--- config.mk ---
export PLATFORM = sky130hd
export DESIGN_NAME = if_prefetch
export DESIGN_NICKNAME = d
export VERILOG_FILES = /design/src/rtl/if_prefetch_pkg.sv /design/src/rtl/if_prefetch_sync_fifo.sv /design/src/rtl/if_prefetch.sv
export SDC_FILE = /design/constraint.sdc
export NUM_CORES = 1
export LEC_CHECK = 0
export CAP_MARGIN = 15
export CORE_MARGIN = 5
export CORE_UTILIZATION = 40
export DETAILED_ROUTE_END_ITERATION = 8
export SLEW_MARGIN = 15
export SYNTH_ARGS = -nofsm -noshare
export SYNTH_HDL_FRONTEND = slang
export SYNTH_SLANG_ARGS = --single-unit
--- constraint.sdc ---
create_clock -name clk -period 5 [get_ports clk]
set_input_delay 1 -clock clk [delete_from_list [all_inputs] [get_ports clk]]
set_output_delay 1 -clock clk [all_outputs]
set_load 0.02 [all_outputs]
--- src/rtl/if_prefetch_pkg.sv ---
// Shared widths and constants for the instruction-fetch front end.
package if_prefetch_pkg;

  localparam int unsigned XLEN_DEF      = 32;
  localparam int unsigned INST_ADDR_BUS = XLEN_DEF;
  localparam int unsigned INST_BUS      = XLEN_DEF;

  typedef logic [INST_ADDR_BUS-1:0] inst_addr_t;
  typedef logic [INST_BUS-1:0]      inst_t;

  localparam inst_addr_t RESET_PC_DEF = '0;
  localparam inst_t      INST_NOP     = 32'h0000_0013;

  // What happens to a memory response arriving this cycle.
  typedef enum logic [1:0] {
    RSP_NONE,
    RSP_KEEP,
    RSP_DROP
  } rsp_kind_e;

  function automatic int unsigned cnt_width(input int unsigned depth);
    return $clog2(depth) + 1;
  endfunction

endpackage

--- src/rtl/if_prefetch_sync_fifo.sv ---
// Power-of-two synchronous FIFO with push/pop/flush and occupancy count.
module sync_fifo
  import if_prefetch_pkg::*;
#(
  parameter int unsigned WIDTH = 8,
  parameter int unsigned DEPTH = 4
) (
  input  logic                        clk,
  input  logic                        rst,
  input  logic                        push,
  input  logic [WIDTH-1:0]            wdata,
  input  logic                        pop,
  input  logic                        flush,
  output logic [WIDTH-1:0]            rdata,
  output logic [cnt_width(DEPTH)-1:0] count
);

  localparam int unsigned AW = $clog2(DEPTH);
  localparam int unsigned CW = cnt_width(DEPTH);

  logic [WIDTH-1:0] mem [DEPTH];
  logic [AW-1:0]    wr_ptr;
  logic [AW-1:0]    rd_ptr;
  logic             full;
  logic             empty;
  logic             do_push;
  logic             do_pop;

  assign full    = (count == CW'(DEPTH));
  assign empty   = (count == '0);
  assign do_push = push & (~full | pop);
  assign do_pop  = pop & ~empty;
  assign rdata   = mem[rd_ptr];

  always_ff @(posedge clk or posedge rst) begin
    if (rst) begin
      wr_ptr <= '0;
      rd_ptr <= '0;
      count  <= '0;
    end else if (flush) begin
      rd_ptr <= wr_ptr;
      count  <= '0;
    end else begin
      if (do_push) wr_ptr <= wr_ptr + AW'(1);
      if (do_pop)  rd_ptr <= rd_ptr + AW'(1);
      count <= count + CW'(do_push) - CW'(do_pop);
    end
  end

  // Storage carries no reset; only pointers define validity.
  always_ff @(posedge clk) begin
    if (do_push && !flush) mem[wr_ptr] <= wdata;
  end

endmodule

--- src/rtl/if_prefetch.sv ---
// Instruction-fetch front end: sequential fetch, in-order responses, prefetch FIFO.
// Optional IF_PREFETCH_PERF_EN adds fetch/drop event counters.
module if_prefetch
  import if_prefetch_pkg::*;
#(
  parameter int unsigned     XLEN     = XLEN_DEF,
  parameter int unsigned     DEPTH    = 4,
  parameter logic [XLEN-1:0] RESET_PC = XLEN'(RESET_PC_DEF)
) (
  input  logic            clk,
  input  logic            rst,
  output logic            mem_req_o,
  output logic [XLEN-1:0] mem_addr_o,
  input  logic            mem_gnt_i,
  input  logic            mem_rvalid_i,
  input  logic [XLEN-1:0] mem_rdata_i,
  input  logic            redirect_i,
  input  logic [XLEN-1:0] redirect_pc_i,
  output logic            id_valid_o,
  input  logic            id_ready_i,
  output logic [XLEN-1:0] id_pc_o,
  output logic [XLEN-1:0] id_inst_o
`ifdef IF_PREFETCH_PERF_EN
  ,
  output logic [31:0]     perf_fetch_o,
  output logic [31:0]     perf_drop_o
`endif
);

  localparam int unsigned CW = cnt_width(DEPTH);

  logic [XLEN-1:0]   fetch_pc;
  logic [CW-1:0]     outs;
  logic [CW-1:0]     outs_next;
  logic [CW-1:0]     drop;
  logic [CW-1:0]     fifo_count;
  logic [CW:0]       in_use;
  logic              grant;
  logic              fifo_push;
  logic              fifo_pop;
  logic [2*XLEN-1:0] fifo_rdata;
  logic [XLEN-1:0]   pcq_head;
  rsp_kind_e         rsp_kind;

  // Buffered words plus in-flight requests never exceed DEPTH, so responses need no back-pressure.
  assign in_use     = {1'b0, fifo_count} + {1'b0, outs};
  assign mem_req_o  = ~rst & ~redirect_i & (in_use < (CW+1)'(DEPTH));
  assign mem_addr_o = fetch_pc;
  assign grant      = mem_req_o & mem_gnt_i;
  assign outs_next  = outs + CW'(grant) - CW'(mem_rvalid_i);

  always_comb begin
    rsp_kind = RSP_NONE;
    if (mem_rvalid_i) begin
      if (redirect_i || (drop != '0)) rsp_kind = RSP_DROP;
      else                            rsp_kind = RSP_KEEP;
    end
  end

  assign fifo_push = (rsp_kind == RSP_KEEP);
  assign fifo_pop  = id_valid_o & id_ready_i & ~redirect_i;

  always_ff @(posedge clk or posedge rst) begin
    if (rst) begin
      fetch_pc <= RESET_PC;
      drop     <= '0;
    end else if (redirect_i) begin
      fetch_pc <= redirect_pc_i & ~XLEN'(3);
      drop     <= outs_next;
    end else begin
      if (grant)                fetch_pc <= fetch_pc + XLEN'(4);
      if (rsp_kind == RSP_DROP) drop     <= drop - CW'(1);
    end
  end

  // In-flight address queue; its occupancy is the outstanding-request count.
  sync_fifo #(
    .WIDTH (XLEN),
    .DEPTH (DEPTH)
  ) u_pc_queue (
    .clk   (clk),
    .rst   (rst),
    .push  (grant),
    .wdata (fetch_pc),
    .pop   (mem_rvalid_i),
    .flush (1'b0),
    .rdata (pcq_head),
    .count (outs)
  );

  sync_fifo #(
    .WIDTH (2*XLEN),
    .DEPTH (DEPTH)
  ) u_prefetch_fifo (
    .clk   (clk),
    .rst   (rst),
    .push  (fifo_push),
    .wdata ({pcq_head, mem_rdata_i}),
    .pop   (fifo_pop),
    .flush (redirect_i),
    .rdata (fifo_rdata),
    .count (fifo_count)
  );

  assign id_valid_o = (fifo_count != '0);
  assign id_pc_o    = id_valid_o ? fifo_rdata[2*XLEN-1:XLEN] : '0;
  assign id_inst_o  = id_valid_o ? fifo_rdata[XLEN-1:0]      : '0;

`ifdef IF_PREFETCH_PERF_EN
  always_ff @(posedge clk or posedge rst) begin
    if (rst) begin
      perf_fetch_o <= '0;
      perf_drop_o  <= '0;
    end else begin
      if (fifo_push)                perf_fetch_o <= perf_fetch_o + 32'd1;
      if (rsp_kind == RSP_DROP)     perf_drop_o  <= perf_drop_o + 32'd1;
    end
  end
`endif

endmodule

==> metrics, run 1 <==
most frequent cell after synthesis edfxtp_1; RSZ-0062 raised after global routing no; Iteration-0 DRC Markers about 670; Worst-Margin Slew 0.9701 ns; HPWL Detailed roughly 22,000 um; Leak between 6 and 7 nW; status finished clean; WHS Endpoint u_pc_queue.rd_ptr[0]; Clock Skew ~0.022 ns; Worst Hold Class reg -> reg; fin nets 1,153; Cell variety after synth 55; via count around 8,500; FF-to-FF path depth 8; worst path arrival time between 3 and 4 ns; GP Congestion roughly 0.76; clk sinks 415; Slew Viols, Final 0; Hold Path Origin u_pc_queue.rd_ptr[0]; residual DRC count 0; die area approximately 0.046 mm2; clock root buffer clkbuf_16; Final Hold Fails 0; multi-input logic area ~0.0041 mm2; I/O Buffers about 160; GRT overflow 0; slowest stage delay, CP 0.78 ns; top cells by area, synth edfxtp_1 66%, mux4_2 12%, dfrtp_1 7.1%; placed cell area ~0.019 mm2; Initial Utilization between 40 and 50%; Rows between 70 and 80; synth cell count leaders 368 x edfxtp_1, 92 x mux4_2, 75 x and2_1; Critical R2R Launch u_pc_queue.count[1]; DR WL/cell 21.96 um; H-tree depth 2; VDD IR max ~0.22 mV; largest buffer count on any clock path 3; die height approximately 210 um; min Tclk post-route just over 4 ns; worst-path cell chain buf_4, mux4_2, and2_1, clkdlybuf4s50_1; cell count of the worst hold path 1; gr usage total about 16%; proportion of layout cells with a drive suffix above 1 17.34%; crit path kind reg -> out; reg2reg end drop[1]; post-cts hold buffer count 0; Post-synth EDFFs approximately 370; post-CTS setup buffers 0; Layout Utilization 49.44%; sequential fraction of the synthesis area approximately three quarters; Synth async-reset ratio between 10% and 20%; TritonCTS buffer count 44; total wire length 35,750 um; first-pass GRT wire length between 50,000 and 60,000 um; Reg2Reg Setup Slack 1.70 ns; Power Dens Cells approximately 540 mW/mm2; crit share post-route between 80% and 90%; Worst Setup Start Kind flip-flop; TritonRoute pass-1 iters 5; Max FO, Critical Path 23; cell area after layout ~0.020 mm2; Setup TNS 0 ns; CP endpoint kind primary output; pin count of the biggest net entering global routing 53; Vias/cell between 5 and 6; share of the synthesized area in the top cell type around two thirds; chip width 213.9 um; synthesized area per cell approximately 19 um2; Antenna diodes 0; Rel. slew slack a little over a third; Area growth syn-to-layout 21.96%; Slowest-stage cell, CP dfrtp_4; Syn Inst Count 877; cell taking the most area after synthesis edfxtp_1; Synth Flop Type edfxtp_1; initial antenna violation count 0; clk slew on worst S/H paths ~0.060 ns; Critical Path RT roughly 4 ns; filler instances 3,406; Routed Antenna Nets 0; num ports about 170; worst-skew pair later-pin latency 0.57 ns; vias in the first global route between 8,000 and 9,000; f_max about 0.25 GHz; max-cap viol count 0; CTS tree built; post_cts resized 0; Yosys reg bits roughly 420; Core Box Area between 0.04 and 0.05 mm2; cell area after synthesis 0.01663 mm2; final setup vio count 0; Yosys warnings 0; Register Area roughly 0.012 mm2
==> final cells by class <==
| cell class | count | area share (%) |
|---|---|---|
| Multi-Input combinational cell | 398 | 20.24 |
| Clock inverter | 13 | 0.3517 |
| Inverter | 21 | 0.4011 |
| Tap cell | 532 | 3.283 |
| Sequential cell | 415 | 60.34 |
| Clock buffer | 68 | 6.232 |
| Timing Repair Buffer | 181 | 9.157 |
==> flip-flops by register name, indices dropped and copies added (netlist names) <==
signal,cells
u_pc_queue.mem,120
u_prefetch_fifo.count,3
u_prefetch_fifo.mem,248
u_pc_queue.rd_ptr,2
mem_addr_o,30
drop,3
u_prefetch_fifo.wr_ptr,2
u_pc_queue.count,3
u_prefetch_fifo.rd_ptr,2
u_pc_queue.wr_ptr,2
==> cells in the final DEF, fill, tap and decap left out, types with 3 or more instances in the layout <==
master and count:
ha_1 19, nand3_1 23, nand4_1 10, clkdlybuf4s50_1 160, and2_1 71, xor2_1 6
clkbuf_8 3, a31oi_1 6, a31o_2 3, dfrtp_2 3, nor4b_1 4, clkbuf_16 46
inv_1 18, buf_4 12, clkinv_2 7, buf_12 8, and3_1 5, a31o_1 3
dfrtp_1 43, and2_2 4, xnor2_1 7, a221o_1 6, o311ai_1 6, clkbuf_1 19
edfxtp_1 368, nor3_1 5, o21ai_0 21, a21oi_1 3, conb_1 4, mux4_2 92
o211ai_1 5, nor2_1 15, mux2i_1 3, nand2_1 39, o21ai_1 8, clkinv_1 7
fa_1 3
==> per-stage QoR <==
step | power (W) | hold slack [ns] | worst slack (ns) | std cells
floorplan | 0.006701 | 0.5027 | 1.109 | 880
global placement | 0.008123 | 0.4644 | 0.9634 | 1547
detailed placement | 0.008165 | 0.4670 | 0.9640 | 1547
CTS | 0.01121 | 0.4761 | 0.8263 | 1628
global route | 0.01160 | 0.4973 | 0.7340 | 1628
finish | 0.01100 | 0.4730 | 0.9299 | 1628
==> where the power goes <==
part | internal (W) | total [W] | switching, W
Sequential | 0.00422 | 0.00455 | 0.000334
Clock | 0.00174 | 0.00301 | 0.00128
Combinational | 0.00170 | 0.00344 | 0.00174
==> critical path: cells and delay by family (launching register included) <==
kind | cells | cell delay, ns
buffers and inverters | 2 | 0.96
flip-flops | 1 | 0.78
multiplexers | 1 | 0.56
AND/OR/NAND/NOR | 1 | 0.19
==> kinds of logic after synthesis <==
group                      after synthesis  share of synthesized area [%]
buffers and inverters                   67                          1.881
and+or+nand+nor                        194                          6.585
AOI/OAI and AO/OA                       70                          2.852
other                                    1                        0.02256
adders and majority gates               22                          1.791
xor gates and xnor gates                13                         0.6848
DFF                                    415                          73.54
muxes                                   95                          12.64
==> worst max-delay path by stage <==
stage                                   start                         to  cells past startpoint
finish              u_prefetch_fifo.rd_ptr[0]              id_inst_o[19]                      4
global route         u_prefetch_fifo.count[1]                id_pc_o[31]                      4
CTS                 u_prefetch_fifo.rd_ptr[0]              id_inst_o[19]                      4
detailed placement                        rst                    drop[1]                      8
global placement                          rst                    drop[1]                      8
floorplan                          redirect_i  u_prefetch_fifo.mem[0][0]                      3
==> layer usage <==
metal / global-route usage (%) / vias to the layer above / share of wire (%)
li1: - / 3862 / -
met3: 3.599 / 53 / 5.8
met5: 0 / - / 0
met2: 25.64 / 228 / 49
met1: 22.00 / 4374 / 43
met4: 4.079 / 0 / 2.0
(Power assumes the default switching activity.)
==> inputs of run 2 (changes only) <==
Clock period 5 ns to 4.15 ns, I/O delays scaled along.
==> metrics, run 2 (same netlist as run 1, synthesis figures left out) <==
status finished clean; first-pass GRT wire length ~55,000 um; Worst Hold Class reg -> reg; Vias/cell 5.277; I/O Buffers between 150 and 200; Biggest register u_prefetch_fifo.mem; via count 8,617; commonest non-fill, non-tap cells in the layout 368 x edfxtp_1, 160 x clkdlybuf4s50_1, 92 x mux4_2; Setup TNS 0 ns; crit share post-route 87.19%; pin count of the biggest net entering global routing 46; f_max between 0.2 and 0.3 GHz; FF-to-FF path depth 8; reg2reg end u_pc_queue.count[2]; post-CTS setup buffers 0; post_cts resized 0; Worst-Margin Slew approximately 0.93 ns; Power Dens Cells approximately 670 mW/mm2; Iteration-0 DRC Markers roughly 620; Critical path buffers and inverters 2; H-tree depth 2; Register Area ~0.012 mm2; slowest stage delay, CP 0.55 ns; die area between 0.04 and 0.05 mm2; Core Box Area ~0.041 mm2; CP endpoint id_pc_o[15]; DR WL/cell around 22 um; cell area after layout between 0.02 and 0.025 mm2; Critical R2R Launch u_pc_queue.count[1]; CTS tree built; final setup margin roughly 0.53 ns; GRT overflow 0; dpl ws around 0.69 ns; Top Family by Delay on Critical Path buffers and inverters; RSZ-0062 raised after global routing no; crit path launch u_prefetch_fifo.rd_ptr[0]; Leak around 6.8 nW; leading cell type in the layout, fill and taps excluded edfxtp_1; num ports 168; crit path kind reg -> out; Reg2Reg Setup Slack around 1.3 ns; worst-skew pair later-pin latency roughly 0.57 ns; largest buffer count on any clock path 3; Rows 74; initial antenna violation count 0; max-cap viol count 0; Critical Path RT about 3.3 ns; Rel. slew slack roughly 38%; final setup vio count 0; filler instances 3,400; Area growth syn-to-layout 23.50%; placed cell area about 0.019 mm2; chip width approximately 210 um; worst-path cell chain buf_4, mux4_2, and2_1, clkdlybuf4s50_1; die height roughly 210 um; Clock Skew between 0.02 and 0.025 ns; Slew Viols, Final 0; multi-input logic area between 0.004 and 0.005 mm2; worst path arrival time around 2.8 ns; Worst path depth 4; GP Congestion roughly 0.76; proportion of layout cells with a drive suffix above 1 between 10% and 20%; clk slew on worst S/H paths 0.06 ns; clk sinks 415; min Tclk post-route about 3.6 ns; Worst Setup Start Kind flip-flop; HPWL Detailed between 20,000 and 25,000 um; CP endpoint kind primary output; VDD IR max approximately 0.39 mV; Routed Antenna Nets 0; Final Hold Fails 0; Tot Pwr between 0.01 and 0.015 W; cell count of the worst hold path 2; Max FO, Critical Path 12; post-cts hold buffer count 0; Initial Utilization 40.53%; TritonRoute pass-1 iters 5; fin nets approximately 1,200; gr usage total around 16%; vias in the first global route approximately 9,000; max reg flops ~250; Min Hold Slack about 0.56 ns; Antenna diodes 0; clock root buffer clkbuf_16; residual DRC count 0; total wire length roughly 36,000 um; Slowest-stage cell, CP dfrtp_4; TritonCTS buffer count 44
-- run 2: cell type report --
type                            count  area share [%]
Clock buffer                       60           5.905
Clock inverter                     19           1.109
Inverter                           21          0.3900
Multi-Input combinational cell    398           19.99
Sequential cell                   415           59.58
Tap cell                          532           3.242
Timing Repair Buffer              188           9.786
-- run 2: through the flow --
| step | instances | utilization, % |
|---|---|---|
| floorplan | 880 | - |
| global placement | 1554 | 46.55 |
| detailed placement | 1554 | 46.55 |
| CTS | 1633 | 50.06 |
| global route | 1633 | 50.06 |
| finish | 1633 | 50.06 |
-- run 2: routing by layer --
layer	vias up	global-route usage (%)	share of wire, %
li1	3876	-	-
met1	4457	22.01	43
met2	234	25.75	49
met3	50	3.189	5.3
met4	0	5.548	2.5
met5	-	0	0
-- run 2: worst min-delay path by stage --
stage / from / endpoint / slack (ns)
floorplan: u_prefetch_fifo.wr_ptr[1] / u_prefetch_fifo.rd_ptr[1] / 0.50
global placement: u_prefetch_fifo.wr_ptr[0] / u_prefetch_fifo.rd_ptr[0] / 0.54
detailed placement: drop[1] / drop[1] / 0.55
CTS: drop[1] / drop[1] / 0.57
global route: drop[1] / drop[1] / 0.61
finish: drop[1] / drop[1] / 0.56
-- run 2: worst min-delay path, cell delays in order (launching register included) --
cell	delay, ns
dfrtp_1	0.34
a21oi_1	0.06
o21ai_0	0.13
-- run 2: power by group --
part           switching (W)  internal, W  leakage [nW]
Combinational        0.00215      0.00212          2.24
Clock                0.00155      0.00236         0.699
Sequential          0.000398      0.00508          3.89
